## src/rtl/serial_pkg.sv

```systemverilog
// Shared types for the serial word packer: word/entry types, defaults, derived control states.
// Latency: n/a (types and a pure function only).
// Backpressure: n/a.
//
// Contents: WIDTH_DEF/DEPTH_DEF defaults, word_t, entry_t {data, parity},
// packer/occupancy state enums and the word parity helper.
package serial_pkg;

    localparam int WIDTH_DEF = 8;
    localparam int DEPTH_DEF = 2;

    typedef logic [WIDTH_DEF-1:0] word_t;

    typedef struct packed {
        word_t data;
        logic  parity;
    } entry_t;

    // Packer control state, decoded from the bit counter and bit_valid.
    typedef enum logic {
        PK_FILL,
        PK_COMPLETE
    } pack_state_t;

    // FIFO control state, decoded from occupancy.
    typedef enum logic [1:0] {
        OCC_EMPTY,
        OCC_PARTIAL,
        OCC_FULL
    } occ_state_t;

    function automatic logic word_parity_f(input word_t w);
        return ^w;
    endfunction

endpackage

```

## src/rtl/word_fifo.sv

```systemverilog
// Small FIFO of entry_t records for completed words.
// Latency: push at edge N is visible on head after edge N when the FIFO was empty.
// Backpressure: push is ignored when full unless a pop happens in the same cycle.
//
// Ports: clk, rst (async active-high), push/push_data, pop, head (registered storage),
// empty, full, count (log2(DEPTH)+1 bits).
module word_fifo
    import serial_pkg::*;
#(
    parameter  int DEPTH = DEPTH_DEF,
    localparam int PW    = $clog2(DEPTH) + 1
) (
    input  logic          clk,
    input  logic          rst,
    input  logic          push,
    input  entry_t        push_data,
    input  logic          pop,
    output entry_t        head,
    output logic          empty,
    output logic          full,
    output logic [PW-1:0] count
);

    entry_t        mem_q [DEPTH];
    entry_t        mem_d [DEPTH];
    entry_t        last_q, last_d;
    logic [PW-1:0] wr_ptr_q, wr_ptr_d;
    logic [PW-1:0] rd_ptr_q, rd_ptr_d;
    logic [PW-1:0] count_q, count_d;
    logic          pop_ok, push_ok;

    assign empty = (count_q == '0);
    assign full  = (count_q == PW'(DEPTH));
    assign count = count_q;

    // Once drained, the head keeps showing the last entry that was read out
    // rather than whatever stale slot the read pointer now points at.
    assign head = empty ? last_q : mem_q[rd_ptr_q[PW-2:0]];

    always_comb begin
        mem_d    = mem_q;
        last_d   = last_q;
        wr_ptr_d = wr_ptr_q;
        rd_ptr_d = rd_ptr_q;
        count_d  = count_q;

        pop_ok  = pop && !empty;
        push_ok = push && (!full || pop_ok);

        if (pop_ok) begin
            last_d   = mem_q[rd_ptr_q[PW-2:0]];
            rd_ptr_d = (rd_ptr_q == PW'(DEPTH - 1)) ? '0 : rd_ptr_q + PW'(1);
        end
        if (push_ok) begin
            mem_d[wr_ptr_q[PW-2:0]] = push_data;
            wr_ptr_d = (wr_ptr_q == PW'(DEPTH - 1)) ? '0 : wr_ptr_q + PW'(1);
        end
        if (push_ok && !pop_ok) begin
            count_d = count_q + PW'(1);
        end else if (pop_ok && !push_ok) begin
            count_d = count_q - PW'(1);
        end
    end

    always_ff @(posedge clk or posedge rst) begin
        if (rst) begin
            for (int i = 0; i < DEPTH; i++) begin
                mem_q[i] <= '0;
            end
            last_q   <= '0;
            wr_ptr_q <= '0;
            rd_ptr_q <= '0;
            count_q  <= '0;
        end else begin
            mem_q    <= mem_d;
            last_q   <= last_d;
            wr_ptr_q <= wr_ptr_d;
            rd_ptr_q <= rd_ptr_d;
            count_q  <= count_d;
        end
    end

endmodule

```

## src/rtl/serial_word_packer.sv

```systemverilog
// Packs a serial bit stream MSB-first into parity-tagged words and buffers them for a valid/ready consumer.
// Latency: last bit accepted at edge N -> word_valid with that word after edge N (empty FIFO).
// Backpressure: full FIFO without a same-cycle pop drops the new word and sets sticky overflow.
//
// Ports: clk, rst (async active-high); bit_in/bit_valid serial input; align restarts the word;
// word_out/word_parity/word_valid/word_ready output handshake; overflow sticky, clear_ovf clears it.
module serial_word_packer
    import serial_pkg::*;
#(
    // Storage type entry_t is sized by WIDTH_DEF; change that localparam to resize.
    parameter int WIDTH = WIDTH_DEF,
    parameter int DEPTH = DEPTH_DEF
) (
    input  logic             clk,
    input  logic             rst,
    input  logic             bit_in,
    input  logic             bit_valid,
    input  logic             align,
    output logic [WIDTH-1:0] word_out,
    output logic             word_parity,
    output logic             word_valid,
    input  logic             word_ready,
    output logic             overflow,
    input  logic             clear_ovf
);

    localparam int CW = $clog2(WIDTH);
    localparam int PW = $clog2(DEPTH) + 1;

    logic [CW-1:0]    cnt_q, cnt_d;
    logic [WIDTH-1:0] sr_q, sr_d;
    logic             ovf_q, ovf_d;

    logic [WIDTH-1:0] new_word;
    pack_state_t      pack_state;
    occ_state_t       occ_state;
    logic             push_req, push_ok, pop, drop;
    entry_t           push_entry, head;
    logic             fifo_empty, fifo_full;
    logic [PW-1:0]    fifo_count;

    always_comb begin
        if (fifo_count == '0) begin
            occ_state = OCC_EMPTY;
        end else if (fifo_count == PW'(DEPTH)) begin
            occ_state = OCC_FULL;
        end else begin
            occ_state = OCC_PARTIAL;
        end
    end

    assign word_valid = !fifo_empty;
    assign pop        = word_ready && (occ_state != OCC_EMPTY);

    always_comb begin
        cnt_d    = cnt_q;
        sr_d     = sr_q;
        new_word = {sr_q[WIDTH-2:0], bit_in};

        // align wins over a same-cycle bit, so that bit can never complete a word.
        pack_state = (bit_valid && !align && cnt_q == CW'(WIDTH - 1)) ? PK_COMPLETE : PK_FILL;
        push_req   = (pack_state == PK_COMPLETE);

        if (align) begin
            cnt_d = '0;
            sr_d  = '0;
        end else if (bit_valid) begin
            sr_d  = new_word;
            cnt_d = push_req ? '0 : cnt_q + CW'(1);
        end

        // A pop in the same cycle frees the slot even when the FIFO is full.
        push_ok = push_req && (!fifo_full || pop);
        drop    = push_req && !push_ok;

        push_entry.data   = new_word;
        push_entry.parity = word_parity_f(new_word);

        // A drop coinciding with clear_ovf must not be lost.
        if (drop) begin
            ovf_d = 1'b1;
        end else if (clear_ovf) begin
            ovf_d = 1'b0;
        end else begin
            ovf_d = ovf_q;
        end
    end

    always_ff @(posedge clk or posedge rst) begin
        if (rst) begin
            cnt_q <= '0;
            sr_q  <= '0;
            ovf_q <= 1'b0;
        end else begin
            cnt_q <= cnt_d;
            sr_q  <= sr_d;
            ovf_q <= ovf_d;
        end
    end

    word_fifo #(
        .DEPTH (DEPTH)
    ) u_fifo (
        .clk       (clk),
        .rst       (rst),
        .push      (push_ok),
        .push_data (push_entry),
        .pop       (pop),
        .head      (head),
        .empty     (fifo_empty),
        .full      (fifo_full),
        .count     (fifo_count)
    );

    assign word_out    = head.data;
    assign word_parity = head.parity;
    assign overflow    = ovf_q;

endmodule

```

## config.mk

```make
export PLATFORM = sky130hd
export DESIGN_NAME = serial_word_packer
export DESIGN_NICKNAME = d
export VERILOG_FILES = /design/src/rtl/serial_pkg.sv /design/src/rtl/word_fifo.sv /design/src/rtl/serial_word_packer.sv
export SDC_FILE = /design/constraint.sdc
export NUM_CORES = 1
export LEC_CHECK = 0
export CAP_MARGIN = 20
export CORE_MARGIN = 2
export CORE_UTILIZATION = 40
export DETAILED_ROUTE_END_ITERATION = 16
export GPL_ROUTABILITY_DRIVEN = 0
export PLACE_DENSITY = 0.69
export SYNTH_ARGS = -nofsm -noshare
export SYNTH_HDL_FRONTEND = slang
export SYNTH_SLANG_ARGS = --single-unit
```

## constraint.sdc

```tcl
create_clock -name clk -period 3.2 [get_ports clk]
set_input_delay 0.64 -clock clk [delete_from_list [all_inputs] [get_ports clk]]
set_output_delay 0.64 -clock clk [all_outputs]
set_load 0.01 [all_outputs]
```

# == After elaboration in Yosys (flattened, before gate mapping) ==
# Cells that the tools add are included.
# word_totals
regBits,44
output_inout_bits,11
elab_cells,71
# classes
n_addsub,5
order_cmp,3
eq_ne,4
n_mux,21
bitwise_logic,2
n_reduce_logical,24
# op_table
op,count
9-bit two-way mux,5
18-bit bitwise mux,1
7-bit two-way mux,2
2-bit two-way mux,6
1-bit logical AND,10
9-bit demux with 1-bit select,1
3-bit two-way mux,3
2-bit nonzero test,4
8-bit parity,1
"2-bit by 1-bit adder with 2-bit output, second input constant",3
1-bit zero test,6
"2-bit by 1-bit equality test with 1-bit output, second input constant",2
"2-bit >= comparator, second input constant",2
1-bit inverter with 2-bit output,2
"3-bit by 1-bit adder with 3-bit output, second input constant",1
"3-bit equality test, second input constant",1
1-bit two-way mux,3
"2-bit equality test, second input constant",1
2-bit zero test,1
1-bit logical OR,2
"2-bit by 1-bit less-than comparator with 1-bit output, second input constant",1
"2-bit by 1-bit subtractor with 2-bit output, second input constant",1

# == Logic depth before layout (Yosys ltp) ==
# Gate-level depths: netlist of the first run.
# logic_depth
depth_word,12
ltp_mapped,8

# == Cells and area by module ==
# A second synthesis of the first run with hierarchy kept.
# unflattened
hier_cells,171
area_unflattened_um2,1996.9
# modules_own_cells
module,instances,cells_each,area_per_inst_um2
word_fifo,1,117,1435.1
serial_word_packer,1,54,561.8

# == Worst setup path after synthesis of the first run ==
# OpenSTA, ideal clock, no wires.
# synth_path
path_kind,reg-to-output
startpoint,"reg u_fifo.count_q[0], in the netlist u_fifo.count[0]"
endpoint,out word_out[0]
t_arrival_ps,1200
t_required_ps,2560
setup_slack_ps,1360
path_stages_with_launch,4
cell_sequence,dfrtp_1 > or2_2 > clkbuf_1 > a21oi_1
# synth_via
elab_chain_cells,2
# synth_lines
element,line_no,source
start: declaration,word_fifo.sv:29,"logic [PW-1:0] count_q, count_d;"
start signal: assignment,word_fifo.sv:79,count_q <= count_d;
2-bit zero test,word_fifo.sv:32,assign empty = (count_q == '0);
9-bit two-way mux,word_fifo.sv:38,assign head = empty ? last_q : mem_q[rd_ptr_q[PW-2:0]];
end: declaration,serial_word_packer.sv:19,"output logic [WIDTH-1:0] word_out,"
# Every way passes these cells.

# == Final worst setup path of the first run ==
# layout_path
startpoint,"reg u_fifo.count_q[0], in the netlist u_fifo.count[0]"
endpoint,out word_out[6]
# Same word-level chain as after synthesis.

==> flow_results.org, run 1 <==
** Worst setup path
- At the worst endpoint, the required time is 2.56 ns.
- WP data arrival :: 1.94 ns
- Crit start category :: flip-flop
- The signal on the critical path passes through or2_2 -> a21oi_1 -> clkdlybuf4s50_1.
- Number of cell instances on the worst register-to-register path :: 5
- Library cell contributing the largest single delay on the critical path :: sky130_fd_sc_hd__clkdlybuf4s50_1
- Longest individual stage delay on the worst path :: 0.56 ns
- In this run the critical register-to-register path is captured at u_fifo.count[1]$_DFFE_PP0P_.
- The setup check on the worst reg-to-reg path leaves a slack of 1.07 ns.
- Maximum net fanout on the critical path :: 20
- Critical path type :: flip-flop to primary output
- Capturing element type of the critical path :: primary output
- Among cell families on the critical path, the largest total delay comes from buffers and inverters.
- The startpoint identified for the worst register-to-register timing path is u_fifo.count[0]$_DFFE_PP0P_.
- Counting both buffers and inverters, the worst setup path holds a total of 1.

** Power
- Dividing total power by cell area gives a power density of 623 mW/mm^2.
- In this run the static leakage power is 1.09 nW.
- Worst IR drop on VDD :: 0.000230 V

** GRT
- Gr ovfl total :: 0
- In the global route stage, overall resource usage came out at 0.143.
- Maximum number of pins on one net before global-route repair :: 43
- First-pass GRT wire length :: 5.70 mm
- Initial antenna violation count :: 0
- The number of global-route vias before repair was 1267.

** Clocking
- The number of setup buffers added after CTS is 0.
- Sink Count :: 42
- Clock-pin slew of the registers on the worst-case setup and hold paths :: 0.07 ns
- CTS HTree Levels :: 2
- The cell sitting at the root of the clock tree is a sky130_fd_sc_hd__clkbuf_8.
- Post-cts resize count :: 0
- TritonCTS built the clock tree.
- The number of hold buffers added after CTS was 0.
- The later pin in the worst-skew pair is clocked with a latency of 0.30 ns.
- Counting along the longest clock path gives a buffer depth of 2.
- TritonCTS created 5 clock buffers.

** Worst hold path
- The min-delay analysis places its worst path in the category flip-flop to flip-flop.
- Hold path cells :: 2
- The path with the worst hold slack has its endpoint at u_fifo.last_q[3]$_DFFE_PP0P_.
- Worst Hold Launch :: u_fifo.last_q[3]$_DFFE_PP0P_

** Status
- The run finished with clean final reports.

** Route
- Dividing the detail-routed via count by the number of cells gives 5.11.
- Detailed Route Iter0 Violations :: 73
- After detailed routing, the total wire length is 3.27 mm.
- The first detailed-routing pass took 4 iterations.
- Final ANT Viol Nets :: 0
- Average wire per standard cell :: 13.8 microns
- Post-route DRC :: 0
- Number of vias in the routed layout :: 1210

** STA
- Worst slew margin relative to its limit :: 0.581
- Subtracting the final worst setup slack from the clock period gives 2.58 ns.
- Final number of hold-violating endpoints :: 0
- Timing would allow up to 387 MHz.
- Setup repair after global routing left no endpoint under its margin.
- Final cycle utilization of the critical path :: 0.807
- TNS Setup :: 0 ns
- Post-route worst hold slack :: 0.482 ns
- At the pin with the least slew margin, the transition time is 0.624 ns.
- The max-slew violation total from the final report was 0.
- Worst clock skew :: 0.00488 ns
- Setup violations remaining at the end of the flow were counted as 0.

** Placed design
- HPWL Detailed :: 2.42 mm
- After detailed placement, the design holds a cell count of 229.
- During placement, the flow inserted port buffers numbering 17.

** Synth
- By instance count, the leading cell after synthesis is sky130_fd_sc_hd__dfrtp_1.
- The share of the Yosys chip area taken by registers is 0.550.
- Gate count after technology mapping :: 163
- Synth async-reset ratio :: 1.00
- Warning count from the yosys run :: 0
- Averaged over all synthesized cells, the footprint is 11.7 sq um.
- Synth area leaders :: sky130_fd_sc_hd__dfrtp_1, sky130_fd_sc_hd__mux2_2, sky130_fd_sc_hd__mux2i_1
- Largest area contributor in the synthesized netlist :: sky130_fd_sc_hd__dfrtp_1
- Yosys top cell area share :: 0.550
- Most frequent cells after synthesis :: sky130_fd_sc_hd__dfrtp_1, sky130_fd_sc_hd__nor2_1, sky130_fd_sc_hd__mux2_2
- Net count after synthesis :: 173
- Post-synth cell types :: 20
- Number of flip-flops and latches in the synthesized netlist :: 42
- For this run, the leading register cell type out of synthesis is sky130_fd_sc_hd__dfrtp_1.
- The synthesized netlist occupies a cell area of 0.00191 sq mm.
- Number of flops mapped to enable cells by yosys :: 0

** Flow run
- The tool flagged a number of max-cap violations equal to 0.

** Floorplanning
- Ports :: 18
- Initial core utilization :: 0.410
- The die covers 0.00535 sq mm.
- The floorplan step set the die width to 73.1 microns.
- Placement row count :: 25
- Floorplan Core Area :: 0.00466 sq mm
- Die H :: 73.1 microns

** Cells and area
- Once layout is complete, the cells apart from fillers number 237.
- Diode insertion count for antenna repair :: 0
- Of the cells placed in the final design, the portion with a size suffix greater than 1 is 0.169.
- Signed area change from the synthesized netlist to the final layout :: 17.3%
- NumNets Final :: 192
[cells in the final DEF, fill, tap and decap left out]
cell type,count
sky130_fd_sc_hd__inv_1,3
sky130_fd_sc_hd__bufinv_16,1
sky130_fd_sc_hd__xnor2_1,8
sky130_fd_sc_hd__nand2_2,1
sky130_fd_sc_hd__nor2_1,22
sky130_fd_sc_hd__clkbuf_8,5
sky130_fd_sc_hd__mux2_2,18
sky130_fd_sc_hd__or2_2,1
sky130_fd_sc_hd__buf_4,2
sky130_fd_sc_hd__xor2_1,4
sky130_fd_sc_hd__nor3b_2,1
sky130_fd_sc_hd__mux2i_1,17
sky130_fd_sc_hd__a21oi_1,11
sky130_fd_sc_hd__clkbuf_1,2
sky130_fd_sc_hd__a22o_1,1
sky130_fd_sc_hd__nor4_4,1
sky130_fd_sc_hd__nand2_1,12
sky130_fd_sc_hd__dfrtp_1,42
sky130_fd_sc_hd__clkdlybuf4s50_1,17
sky130_fd_sc_hd__o21ai_0,9
sky130_fd_sc_hd__nor3_4,1
sky130_fd_sc_hd__ha_1,3
sky130_fd_sc_hd__nor3_1,1
[where the power goes]
group,leakage [nW],total [mW],internal [mW],switching (mW)
combinational,0.461,0.390,0.207,0.184
clock,0.0524,0.402,0.233,0.169
sequential,0.578,0.604,0.555,0.0492
total,1.09,1.40,0.994,0.402
[worst max path at each step]
| stage | start | depth (start not counted) | end | slack, ns |
|---|---|---|---|---|
| final | u_fifo.count[0]$_DFFE_PP0P_ | 3 | word_out[6] | 0.62 |
| after global routing | u_fifo.count[0]$_DFFE_PP0P_ | 3 | word_parity | 0.53 |
| after CTS | u_fifo.count[0]$_DFFE_PP0P_ | 3 | word_parity | 0.61 |
| after detailed placement | align | 3 | u_fifo.mem_q[17]$_DFFE_PP0P_ | 0.61 |
| after global placement | align | 3 | u_fifo.mem_q[9]$_DFFE_PP0P_ | 0.71 |
| after floorplan | u_fifo.count[0]$_DFFE_PP0P_ | 3 | word_out[0] | 1.36 |
[state kept, by name (all words and copies together) (netlist names)]
name,cells
u_fifo.mem_q,18
u_fifo.last_q,9
sr_q,7
cnt_q,3
u_fifo.count,2
overflow,1
u_fifo.rd_ptr_q,1
u_fifo.wr_ptr_q,1
[per-layer routing]
layer,share of wire,GRT usage,up-vias
met2,0.52,0.249,21
met5,0,0,-
met4,0.027,0.0802,0
met1,0.42,0.157,594
li1,-,-,588
met3,0.035,0.0373,7
[per-stage QoR]
stage | power (mW) | util | setup slack, ns | area (sq um)
after CTS | 1.41 | 0.481 | 0.608 | 2240
after floorplan | 0.843 | - | 1.36 | 1910
final | 1.40 | 0.481 | 0.619 | 2240
after global routing | 1.47 | 0.481 | 0.534 | 2240
after global placement | 0.998 | 0.458 | 0.709 | 2130
after detailed placement | 1.01 | 0.458 | 0.605 | 2130
[tightest hold or removal path, cell delays in order (launching register included)]
cell and delay, ns:
sky130_fd_sc_hd__dfrtp_1 0.35, sky130_fd_sc_hd__nand2_1 0.04, sky130_fd_sc_hd__o21ai_0 0.06
[cell type report]
type / count / area (sq um)
fill: 430 / 2420
sequential: 42 / 1050
multi-input combinational: 111 / 820
timing repair buffer: 19 / 185
clock buffer: 7 / 76.3
tap: 54 / 67.6
clock inverter: 1 / 30.0
inverter: 3 / 11.3
[logic make-up (layout without fill, tap and decap cells)]
kind of cell	after synthesis	in the layout	share of synthesized area
flops	42	42	0.550
simple gates	40	40	0.102
mux	35	35	0.195
compound gates	21	21	0.0570
xor+xnor	12	12	0.0550
buf+inv	10	30	0.0210
fa+ha+maj	3	3	0.0196
Note: power is estimated with default switching activity, not from simulation.
==> inputs of run 2 (changes only) <==
==> constraint.sdc (replaced) <==
create_clock -name clk -period 2.63 [get_ports clk]
set_input_delay 0.526 -clock clk [delete_from_list [all_inputs] [get_ports clk]]
set_output_delay 0.526 -clock clk [all_outputs]
set_load 0.01 [all_outputs]
==> flow_results.org, run 2 (synthesized netlist as in run 1, its figures left out) <==
** Status
- Status :: finished, final reports clean

** Route
- Number of vias per cell after detailed routing :: 5.17
- In this run, the number of DRC markers left after iteration 0 of detailed routing was 95.
- The first detailed-routing pass took 4 iterations.
- Number of vias in the routed layout :: 1225
- In the routed design, unresolved DRC markers number 0.
- Routed wire length :: 3.39 mm
- Average wire per standard cell :: 14.3 microns
- Final ANT Viol Nets :: 0

** Cells and area
- NumNets Final :: 194
- Area used by multi-input combinational logic :: 820 sq um
- The largest registers in the layout are u_fifo.mem_q: 18 flops, u_fifo.last_q: 9 flops, sr_q: 7 flops.
- Total of fill cells in the finished design :: 413
- Signed area change from the synthesized netlist to the final layout :: 16.8%
- Summing all flip-flop and latch instances after layout gives 0.00105 sq mm.
- The library cell used most frequently in the layout, excluding fill and tap cells, is sky130_fd_sc_hd__dfrtp_1.
- Of the cells placed in the final design, the portion with a size suffix greater than 1 is 0.180.
- Biggest register :: u_fifo.mem_q
- Leaving out fill and tap cells, the most frequent cells in the layout are sky130_fd_sc_hd__dfrtp_1, sky130_fd_sc_hd__nor2_1, sky130_fd_sc_hd__mux2_2, sky130_fd_sc_hd__mux2i_1, sky130_fd_sc_hd__clkdlybuf4s50_1.
- For this run, the number of standard cells in the final layout without fillers is 237.
- 0 antenna diodes ended up in the layout.
- Largest register FFs :: 18

** GRT
- Initial antenna violation count :: 0
- Global routing met2 resource utilization :: 0.243
- For this run, global-route usage on met1 was measured as 0.173.
- Global routing finished with a remaining overflow of 0.
- The global routing stage identified its most utilized layer as met2.
- The number of global-route vias before repair is 1232.
- The first global-routing pass estimated 5.84 mm of wire.
- For met3 alone, demand over resource in global routing was 0.0345.
- Across every metal layer, demand over resource in global routing totals 0.145.
- Maximum number of pins on one net before global-route repair :: 43

** Worst setup path
- Critical path type :: flip-flop to primary output
- The worst setup path is captured at a primary output.
- Library cell contributing the largest single delay on the critical path :: sky130_fd_sc_hd__clkdlybuf4s50_1
- Maximum net fanout on the critical path :: 20
- Crit start category :: flip-flop
- Sum of buffers and inverters on the critical path :: 1
- At the worst endpoint, the required time is 2.10 ns.
- The kind of cell with the highest combined delay along the critical path is buffers and inverters.
- For the worst setup path, the data arrival time is 1.99 ns.
- In this design, the stage delay of the slowest critical-path cell is 0.57 ns.
- The critical path goes through or2_2 -> a21oi_1 -> clkdlybuf4s50_1.

** STA
- Final critical-path required period :: 2.52 ns
- Count of pins over their slew limit :: 0
- Final number of hold-violating endpoints :: 0
- TNS Setup :: 0 ns
- Headroom to the max-slew limit came out at 0.636.
- For the pin with the worst max-slew slack, the measured transition is 0.545 ns.
- Setup Viol. Count Final :: 0
- Maximum clock rate :: 397 MHz
- Between clock sinks in the finished design, the worst skew comes to 0.00579 ns.
- Worst Setup Slack, final :: 0.112 ns
- RSZ-0062 raised after global routing :: no
- Final cycle utilization of the critical path :: 0.957

** Clocking
- Post-CTS repair changed the size of 0 cells.
- The longest clock path from root to sink contains 2 buffers.
- In this run, CTS created clock tree buffers numbering 5.
- After clock tree synthesis, the clock-pin slew on the worst setup and hold paths is 0.07 ns.
- Sink Count :: 42
- Clock tree root driver cell :: sky130_fd_sc_hd__clkbuf_8
- Clock latency on the worst-skew pair, taken at its later pin, is 0.29 ns.
- TritonCTS built the clock tree.
- Number of buffers inserted to repair setup after CTS :: 0
- Post-CTS Hold Buffers :: 0
- The H-tree was split into 2 levels.

** Power
- The share of total power dissipated in combinational logic is 0.302.
- Total power consumption of the routed design :: 1.63 mW
- Summed over all nets, the switching power comes to 491 uW.
- For this design the static power due to leakage is 1.09 nW.
- The internal power of the cells totals 1.13 mW.
- For this design the ratio of total power to cell area is 728 mW/mm^2.
- The share of total power dissipated in the clock network is 0.244.
- Of the total power, the share spent switching nets is 0.302.
- Across the VDD grid, the largest voltage drop is 0.000255 V.
- Sequential group share of total power :: 0.455

** Placed design
- Port bufs :: 17
- Worst setup timing slack at the placement stage :: 0.350 ns
- Cell total after placement :: 231
- HPWL Detailed :: 2.48 mm

** Floorplanning
- In this run the count of I/O pins placed on the die edge is 18.
- Placement row count :: 25
- Total Die Area :: 0.00535 sq mm
- Floorplan Core Area :: 0.00466 sq mm
- Die H :: 73.1 microns
- The floorplan step set the die width to 73.1 microns.
- Initial core utilization :: 0.410

** Worst hold path
- Worst min-delay path class :: flip-flop to flip-flop

** Flow run
- The tool flagged a number of max-cap violations equal to 0.
==> run 2: changes by cell type in the layout (fill, tap and decap cells not counted), sizes merged <==
| cell | delta |
|---|---|
| buf | +2 |
| bufinv | -1 |
| clkbuf | -1 |
==> run 2: power by group through the flow <==
stage | clock (mW) | combinational, mW | sequential (mW)
final | 0.396 | 0.490 | 0.739
after global routing | 0.433 | 0.534 | 0.747
after CTS | 0.412 | 0.492 | 0.738
after detailed placement | 0 | 0.491 | 0.751
after global placement | 0 | 0.476 | 0.746
after floorplan | 0 | 0.317 | 0.709
==> run 2: metal layers <==
metal / wire length, microns / share of wire
met3: 107 / 0.032
met4: 91 / 0.027
met2: 1710 / 0.51
met5: 0 / 0
met1: 1480 / 0.44
==> run 2: stage by stage <==
stage                     hold WS (ns)  utilization  instance area, sq um
final                            0.484        0.479                  2230
after global routing             0.508        0.479                  2230
after CTS                        0.489        0.479                  2230
after detailed placement         0.472        0.461                  2150
after global placement           0.463        0.461                  2150
after floorplan                  0.445            -                  1910
==> run 2: final cells by class <==
type / instances / share of cell area
Sequential cell: 42 / 0.471
Multi-Input combinational cell: 111 / 0.367
Timing Repair Buffer: 21 / 0.0897
Clock buffer: 6 / 0.0370
Tap cell: 54 / 0.0303
Inverter: 3 / 0.00504
==> run 2: worst register-to-register path: cells and delay by family (launching register included) <==
| family | cells | cell delay, ns |
|---|---|---|
| adders and majority gates | 2 | 0.41 |
| and+or+nand+nor | 3 | 0.53 |
| muxes | 1 | 0.37 |
| DFF | 1 | 0.40 |
==> run 2: final timing paths <==
kind / start / to / slack (ns) / cells after the start
hold / removal: u_fifo.last_q[5]$_DFFE_PP0P_ / u_fifo.last_q[5]$_DFFE_PP0P_ / 0.48 / 2
setup reg to reg: cnt_q[0]$_DFFE_PP0P_ / u_fifo.mem_q[6]$_DFFE_PP0P_ / 0.81 / 6
max in group asynchronous: rst / u_fifo.mem_q[1]$_DFFE_PP0P_ / 1.61 / 3
min in group asynchronous: rst / u_fifo.count[0]$_DFFE_PP0P_ / 0.67 / 3
setup / recovery: u_fifo.count[0]$_DFFE_PP0P_ / word_out[6] / 0.11 / 3
hold reg to reg: u_fifo.last_q[5]$_DFFE_PP0P_ / u_fifo.last_q[5]$_DFFE_PP0P_ / 0.48 / 2
